[config.mk]
export PLATFORM = sky130hd
export DESIGN_NAME = cdb_broadcast
export DESIGN_NICKNAME = d
export VERILOG_FILES = /design/src/rtl/cdb_pkg.sv /design/src/rtl/cdb_rr_arbiter.sv /design/src/rtl/cdb_broadcast.sv
export SDC_FILE = /design/constraint.sdc
export NUM_CORES = 1
export LEC_CHECK = 0
export CORE_ASPECT_RATIO = 1.1
export CORE_MARGIN = 10
export CORE_UTILIZATION = 40
export CTS_CLUSTER_DIAMETER = 100
export DETAILED_ROUTE_END_ITERATION = 10
export PLACE_DENSITY = 0.61
export REMOVE_ABC_BUFFERS = 1
export SLEW_MARGIN = 30
export SYNTH_ARGS = -nofsm -noshare
export SYNTH_HDL_FRONTEND = slang
export SYNTH_SLANG_ARGS = --single-unit
[constraint.sdc]
create_clock -name clk -period 3.6 [get_ports clk]
set_clock_uncertainty 0.1 [all_clocks]
set_input_delay 0.9 -clock clk [delete_from_list [all_inputs] [get_ports clk]]
set_output_delay 0.9 -clock clk [all_outputs]
set_load 0.01 [all_outputs]
[src/rtl/cdb_pkg.sv]
// Shared definitions for the common data bus slice: opcode encodings,
// the reserved "no producer" tag and default bus dimensions.
package cdb_pkg;

    // Floating-point opcodes carried by the stations that feed the bus
    typedef enum logic [3:0] {
        ADD_D = 4'b0000,
        SUB_D = 4'b0001,
        L_D   = 4'b0010,
        S_D   = 4'b0011
    } fp_op_e;

    // Tag value meaning "register value is ready, nobody will produce it"
    localparam int TAG_NONE = 0;

    // Default dimensions of the bus and register file
    localparam int DEF_NCH  = 4;
    localparam int DEF_DW   = 16;
    localparam int DEF_NREG = 8;
    localparam int DEF_TW   = 3;

endpackage

[src/rtl/cdb_rr_arbiter.sv]
// One-hot grant arbiter for the common data bus producers.
// Build option CDB_RR_EN: round-robin grant with a rotating pointer;
// without it the lowest requesting index always wins and no state is kept.
module cdb_rr_arbiter #(
    parameter int NCH = 4
) (
    input  logic           clk,
    input  logic           rst_n,
    input  logic [NCH-1:0] req_i,
    output logic [NCH-1:0] gnt_o
);

`ifdef CDB_RR_EN
    localparam int PW = (NCH > 1) ? $clog2(NCH) : 1;

    logic [PW-1:0] ptr_q;
    logic [PW-1:0] ptr_d;

    // Search requests starting at the pointer; the winner's successor becomes the next start
    always_comb begin
        logic found;
        int   idx;
        found = 1'b0;
        idx   = 0;
        gnt_o = '0;
        ptr_d = ptr_q;
        for (int k = 0; k < NCH; k++) begin
            idx = (int'(ptr_q) + k) % NCH;
            if (!found && req_i[idx]) begin
                found      = 1'b1;
                gnt_o[idx] = 1'b1;
                ptr_d      = PW'((idx + 1) % NCH);
            end
        end
    end

    // Pointer register; it only moves when some request was granted
    always_ff @(posedge clk or negedge rst_n) begin
        if (!rst_n) begin
            ptr_q <= '0;
        end else begin
            ptr_q <= ptr_d;
        end
    end
`else
    logic unused_clk_rst;
    assign unused_clk_rst = clk ^ rst_n;

    // Fixed priority: lowest requesting index is granted
    always_comb begin
        logic found;
        found = 1'b0;
        gnt_o = '0;
        for (int k = 0; k < NCH; k++) begin
            if (!found && req_i[k]) begin
                found    = 1'b1;
                gnt_o[k] = 1'b1;
            end
        end
    end
`endif

endmodule

[src/rtl/cdb_broadcast.sv]
// Common data bus for the Tomasulo core: arbitrates producer channels,
// broadcasts the winner on a registered bus and owns the FP register file
// with its producer-tag (Qi) table. Build option CDB_RR_EN selects
// round-robin arbitration inside cdb_rr_arbiter.
module cdb_broadcast
    import cdb_pkg::*;
#(
    parameter int NCH  = DEF_NCH,
    parameter int DW   = DEF_DW,
    parameter int NREG = DEF_NREG,
    parameter int TW   = DEF_TW,
    parameter int RW   = $clog2(NREG)
) (
    input  logic              clk,
    input  logic              rst_n,
    input  logic [NCH-1:0]    fu_valid_i,
    output logic [NCH-1:0]    fu_ready_o,
    input  logic [NCH*TW-1:0] fu_tag_i,
    input  logic [NCH*DW-1:0] fu_data_i,
    input  logic              iss_valid_i,
    input  logic [RW-1:0]     iss_reg_i,
    input  logic [TW-1:0]     iss_tag_i,
    input  logic [RW-1:0]     rd_addr_i,
    output logic [DW-1:0]     rd_data_o,
    output logic [TW-1:0]     rd_tag_o,
    output logic              cdb_valid_o,
    output logic [TW-1:0]     cdb_tag_o,
    output logic [DW-1:0]     cdb_data_o
);

    logic [NCH-1:0] gnt;
    logic [TW-1:0]  win_tag;
    logic [DW-1:0]  win_data;
    logic           accept;

    logic           cdb_valid_q, cdb_valid_d;
    logic [TW-1:0]  cdb_tag_q, cdb_tag_d;
    logic [DW-1:0]  cdb_data_q, cdb_data_d;

    logic [DW-1:0]  data_q   [NREG];
    logic [DW-1:0]  data_d   [NREG];
    logic [TW-1:0]  status_q [NREG];
    logic [TW-1:0]  status_d [NREG];

    logic           bypass;

    cdb_rr_arbiter #(.NCH(NCH)) u_arb (
        .clk   (clk),
        .rst_n (rst_n),
        .req_i (fu_valid_i & {NCH{rst_n}}),
        .gnt_o (gnt)
    );

    assign fu_ready_o = gnt & {NCH{rst_n}};
    assign accept     = |fu_ready_o;

    // Select the granted channel's tag and data from the one-hot grant
    always_comb begin
        win_tag  = '0;
        win_data = '0;
        for (int i = 0; i < NCH; i++) begin
            if (fu_ready_o[i]) begin
                win_tag  = win_tag  | fu_tag_i[i*TW +: TW];
                win_data = win_data | fu_data_i[i*DW +: DW];
            end
        end
    end

    // Next bus contents: a beat tagged "no producer" is swallowed, idle cycles hold tag/data
    always_comb begin
        cdb_valid_d = 1'b0;
        cdb_tag_d   = cdb_tag_q;
        cdb_data_d  = cdb_data_q;
        if (accept && (win_tag != TW'(TAG_NONE))) begin
            cdb_valid_d = 1'b1;
            cdb_tag_d   = win_tag;
            cdb_data_d  = win_data;
        end
    end

    // Registered broadcast bus
    always_ff @(posedge clk or negedge rst_n) begin
        if (!rst_n) begin
            cdb_valid_q <= 1'b0;
            cdb_tag_q   <= '0;
            cdb_data_q  <= '0;
        end else begin
            cdb_valid_q <= cdb_valid_d;
            cdb_tag_q   <= cdb_tag_d;
            cdb_data_q  <= cdb_data_d;
        end
    end

    // Writeback to every waiting register, then issue renaming overrides the status
    always_comb begin
        for (int r = 0; r < NREG; r++) begin
            data_d[r]   = data_q[r];
            status_d[r] = status_q[r];
            if (cdb_valid_q && (status_q[r] == cdb_tag_q)) begin
                data_d[r]   = cdb_data_q;
                status_d[r] = TW'(TAG_NONE);
            end
            if (iss_valid_i && (iss_reg_i == RW'(r))) begin
                status_d[r] = iss_tag_i;
            end
        end
    end

    // Register file and status table state
    always_ff @(posedge clk or negedge rst_n) begin
        if (!rst_n) begin
            for (int r = 0; r < NREG; r++) begin
                data_q[r]   <= '0;
                status_q[r] <= '0;
            end
        end else begin
            for (int r = 0; r < NREG; r++) begin
                data_q[r]   <= data_d[r];
                status_q[r] <= status_d[r];
            end
        end
    end

    // Operand read sees the value being broadcast this cycle before it lands in the file
    always_comb begin
        bypass    = cdb_valid_q && (status_q[rd_addr_i] == cdb_tag_q);
        rd_data_o = data_q[rd_addr_i];
        rd_tag_o  = status_q[rd_addr_i];
        if (bypass) begin
            rd_data_o = cdb_data_q;
            rd_tag_o  = TW'(TAG_NONE);
        end
    end

    assign cdb_valid_o = cdb_valid_q;
    assign cdb_tag_o   = cdb_tag_q;
    assign cdb_data_o  = cdb_data_q;

endmodule

# [After elaboration in Yosys (flattened, before gate mapping)]
# Index checks and enable logic that the tools add are counted.
# Widths: inputs -> output; s select.
[op_classes] magnitude_cmp=1 eq_ne=16 n_mux=39 n_bitwise=9 reduce_logical=35
[op_table] op="$mux 16" n=7
[op_table] op="$mux 3" n=23
[op_table] op="$bmux 16 s3" n=1
[op_table] op="$or 16x16->16" n=3
[op_table] op="$eq 3x3->1" n=9
[op_table] op="$logic_and 1x1->1" n=21
[op_table] op="$reduce_bool 2->1" n=8
[op_table] op="$eq 3x3->1 const B" n=4
[op_table] op="$bmux 3 s3" n=1
[op_table] op="$or 3x3->3" n=3
[op_table] op="$and 4x4->4" n=2
[op_table] op="$mux 1" n=7
[op_table] op="$eq 3x2->1 const B" n=2
[op_table] op="$ge 4x4->1 const B" n=1
[op_table] op="$not 3->4" n=1
[op_table] op="$reduce_or 4->1" n=1
[op_table] op="$eq 3x1->1 const B" n=1
[op_table] op="$logic_not 1->1" n=3
[op_table] op="$logic_not 3->1" n=1
[op_table] op="$reduce_bool 3->1" n=1
[word_totals] register_bits=172 input_bits=92 out_inout_bits=43 word_cells=119

# [Depth between registers and ports, before layout]
[logic_depth] depth_word=22 ltp_mapped=9 mapped_depth_nobuf=6

# [By module]
# From an unflattened synthesis, not the netlist that was laid out.
[hier_totals] cells_unflattened=682 area_unflattened_um2=8797.2
[modules_own_cells] mod="cdb_broadcast" n_inst=1 cells_each=678 area_each_um2=8760.9 seq_area_each_um2=4304.1
[modules_own_cells] mod="cdb_rr_arbiter" n_inst=1 cells_each=4 area_each_um2=36.3 seq_area_each_um2=0.0

# [Worst setup path after synthesis]
# Ideal clock, no wire load.
[synth_path] path_type="input-to-output" from="input port rd_addr_i[0]" to="output port rd_data_o[13]" arrival_time_ns=2.532 t_required_ns=2.600 slack_ns=0.068 stages=6 n_path_buf=3 path_cell_list="buf_6 > buf_6 > buf_2 > mux4_2 > mux2_2 > mux2_2"
[synth_between] elab_chain_cells=7 word_cells_on_any_way=10 cone_classes="1 x eq/ne; 7 x mux; 1 x bitwise; 1 x reduce/logical"
[synth_lines] element="from (decl)" line_no="cdb_broadcast.sv:23" rtl="input logic [RW-1:0] rd_addr_i,"
[synth_lines] element="$not 3->4 (implied by the code) (*)" line_no="cdb_broadcast.sv:126, cdb_broadcast.sv:127"
[synth_lines] element="$bmux 3 s3" line_no="cdb_broadcast.sv:126" rtl="bypass = cdb_valid_q && (status_q[rd_addr_i] == cdb_tag_q);"
[synth_lines] element="$mux 3 (implied by the code) (2 in series)" line_no="cdb_broadcast.sv:126"
[synth_lines] element="$eq 3x3->1" line_no="cdb_broadcast.sv:126"
[synth_lines] element="$logic_and 1x1->1" line_no="cdb_broadcast.sv:126"
[synth_lines] element="$mux 16 (*)" line_no="cdb_broadcast.sv:129" rtl="if (bypass) begin"
[synth_lines] element="to (decl)" line_no="cdb_broadcast.sv:24" rtl="output logic [DW-1:0] rd_data_o,"
# Every way passes the cells marked *; elsewhere a longest branch is shown, timed or not. The select of a mux whose other input is x is not followed.

# [Worst setup path in the final report]
[layout_path] from="input port rd_addr_i[0]" to="output port rd_data_o[3]"
# Same word-level chain as after synthesis.

==> summary.md <==
| Metric | Value |
|---|---|
| Placed Instances | ~1100 |
| Final Wtd Congestion | 0.886 |
| Seq/Total Area, Yosys | 0.491 |
| CP arrival | 2.84 ns |
| Clk Tree Root Cell | clkbuf_16 |
| Number of synthesized flops with an enable pin | 0 |
| Failing checks | negative setup slack |
| Top-count cell post-synth | dfrtp_1 |
| Final Non-Filler Cells | ~1100 |
| Vias in the first global route | 6702 |
| Nets | 913 |
| Vias post-DR | 6056 |
| Final Hold Vio Count | 0 |
| Area growth, synth to finish | 30.1% |
| Clock slew seen by the registers of the worst setup and hold paths | 0.07 ns |
| Cell mode on critical path | buf_12 |
| Max Slew Vio Count | 0 |
| Max_slew headroom | 0.526 |
| Clock Latency Late Sink | 0.42 ns |
| Overall power | 0.00789 W |
| Hold Crit Class | input port to async pin |
| Synth top area share | 0.491 |
| Post-Route WL | 25100 um |
| Synth top cells by count | 172 x dfrtp_1, 158 x mux2_2, 90 x nand2_1 |
| Wire per inst | 22.4 um |
| Crit-path max cell delay | just over 0.5 ns |
| #FFs+latches synth | between 150 and 200 |
| Drt pass-1 iters | 5 |
| DRT iter0 DRCs | 291 |
| Fin crit period | 3.84 ns |
| Final WS setup | -0.241 ns |
| Hpwl dp | 17500 um |
| Final period util | 1.07 |
| Final core utilization | 0.532 |
| Core area | 0.0214 sq mm |
| CP max FO | 8 |
| Clock sink count | 172 |
| Row cnt | 56 |
| Global-route wire length before repair | around 39000 um |
| Commonest register cell after synthesis | dfrtp_1 |
| # IOs | 135 |
| Setup TNS | -3.87 ns |
| Top cells by area, synth | dfrtp_1 49%, mux2_2 20%, mux4_2 8.5% |
| # H-tree levels | 4 |
| CP Class | input port to output pin |
| Die H | 175 um |
| Final setup fails | 18 |
| Routed Antenna Nets | 0 |
| CTS max path bufs | 2 |
| P_leak | around 5.2 nW |
| Async set or reset register ratio after synthesis | 1.00 |
| Worst Tran Pin Value | slightly above 0.7 ns |
| Largest net degree at the start of global routing | 58 |
| Avg Inst Size Synth | 13.0 sq um |
| Global Route Usage Sum | 0.177 |
| Mapped cell area | 0.00877 sq mm |
| DRC Markers | 0 |
| Setup crit end kind | output pin |
| Diodes inserted | 0 |
| CP max stage cell | mux4_2 |
| Number of distinct library cells after synthesis | 34 |
| Die Footprint | 0.0283 sq mm |
| CTS tree | built |
| Initial Util | 0.409 |
| Gr ovfl total | 0 |
| Worst hold slack | 0.182 ns |
| Port Buf Inserts | 134 |
| Cells after Synth | 673 |
| Max frequency | 260 MHz |
| Vias per inst | 5.39 |
| Unrepaired setup endpoints after global routing | true |
| Crit path launch type | input port |
| Max Cap Viol | 0 |
| Pwr Density | 691 mW/mm^2 |
| Area leader, netlist | dfrtp_1 |
| Die width | 161 um |
| Initial antenna violation count | 0 |
| Worst EP required | 2.60 ns |
| Share of layout cells above drive strength 1 | 0.385 |
| Status | finished with violations |
| Filler cells | 1861 |
| CTS Buf Count | 17 |
| Ys Warns | 0 |
| Max VDD drop | 301 uV |
| Worst-path cell chain | buf_12, mux2i_2, mux4_2, xor2_2, and2_4, nand3_4, buf_12, mux2_4, buf_6 |
[repair_timing]
action	in CTS	in global routing
endpoints found under the setup margin	19	20
setup buffers	3	3
resized for setup	99	16
hold buffers	0	0
pin swaps	2	8
hold endpoints to repair	0	0
gates cloned	1	0
[worst max-delay path, delay by kind of cell]
family,cells,cell delay (ns)
XOR/XNOR,1,0.16
AND/OR/NAND/NOR,2,0.34
multiplexers,3,0.96
buffers and inverters,3,0.45
[where the power goes]
group | leakage (nW) | internal, W | switching, W | total (W)
Sequential | 2.25 | 0.00259 | 0.000453 | 0.00304
Combinational | 2.61 | 0.00169 | 0.00118 | 0.00288
Clock | 0.308 | 0.00121 | 0.000761 | 0.00197
Total | 5.17 | 0.00549 | 0.00240 | 0.00789
[cell families (layout without fill, tap and decap cells)]
logic type,after synthesis,in the layout,synth area share
AOI/OAI and AO/OA,67,67,0.0536
xor gates and xnor gates,27,27,0.0287
buffers and inverters,55,215,0.0311
DFF,172,172,0.491
muxes,221,221,0.329
and+or+nand+nor,131,131,0.0673
[placed cells by master (no fill, tap or decap), types with 2 or more instances in the layout]
master,instances
nor3_1,2
nor3_4,2
xnor2_1,24
mux2i_1,11
nand3_2,2
a22oi_2,2
nand3_1,5
bufinv_16,4
buf_6,19
buf_12,6
clkdlybuf4s50_1,111
nor2_1,9
nor2b_2,2
clkbuf_8,2
inv_6,2
xor2_2,3
o21ai_0,21
a21o_1,3
clkbuf_16,17
mux4_2,33
buf_2,2
nand2b_1,3
nand4_1,9
buf_4,43
a22oi_1,19
clkinv_4,2
mux2_4,11
clkinvlp_4,2
mux2_1,8
dfrtp_1,172
a22o_1,19
mux2_2,157
a31oi_4,2
nand2_1,90
[through the flow]
step / area [sq um] / setup WS [ns]
2_1_floorplan: 8500 / -0.000385
3_3_place_gp: 10600 / -0.649
3_5_place_dp: 10600 / -0.740
4_1_cts: 11300 / -0.259
5_1_grt: 11400 / -0.273
6_report: 11400 / -0.241
[final timing paths]
path | depth (start not counted) | slack (ns) | endpoint | from
setup / recovery | 9 | -0.24 | rd_data_o[3] | rd_addr_i[0]
hold / removal | 1 | 0.18 | status_q[19] | rst_n
setup reg to reg | 5 | 1.42 | data_q[75] | cdb_tag_o[1]
hold reg to reg | 1 | 0.40 | data_q[77] | data_q[77]
max in group asynchronous | 4 | 1.61 | status_q[4] | rst_n
min in group clk | 1 | 0.40 | data_q[77] | data_q[77]
[routing by layer]
metal / part of all wire / global-route usage / up-vias
li1: - / - / 2730
met1: 0.42 / 0.216 / 3162
met2: 0.52 / 0.310 / 135
met3: 0.040 / 0.0337 / 29
met4: 0.019 / 0.0565 / 0
met5: 0 / 0 / -
[sequential cells by signal (all words and copies together) (netlist names)]
| name | count |
|---|---|
| data_q | 128 |
| status_q | 24 |
| cdb_valid_o | 1 |
| cdb_data_o | 16 |
| cdb_tag_o | 3 |
[area by class of cell]
| type | instances | area, sq um | share of cell area |
|---|---|---|---|
| Sequential cell | 172 | 4300 | 0.377 |
| Multi-Input combinational cell | 446 | 4290 | 0.376 |
| Timing Repair Buffer | 183 | 1810 | 0.159 |
| Clock buffer | 19 | 453 | 0.0397 |
| Tap cell | 290 | 363 | 0.0318 |
| Clock inverter | 12 | 186 | 0.0163 |
| Inverter | 1 | 3.75 | 0.000329 |
No activity file was read; power rests on OpenSTA's default activity.
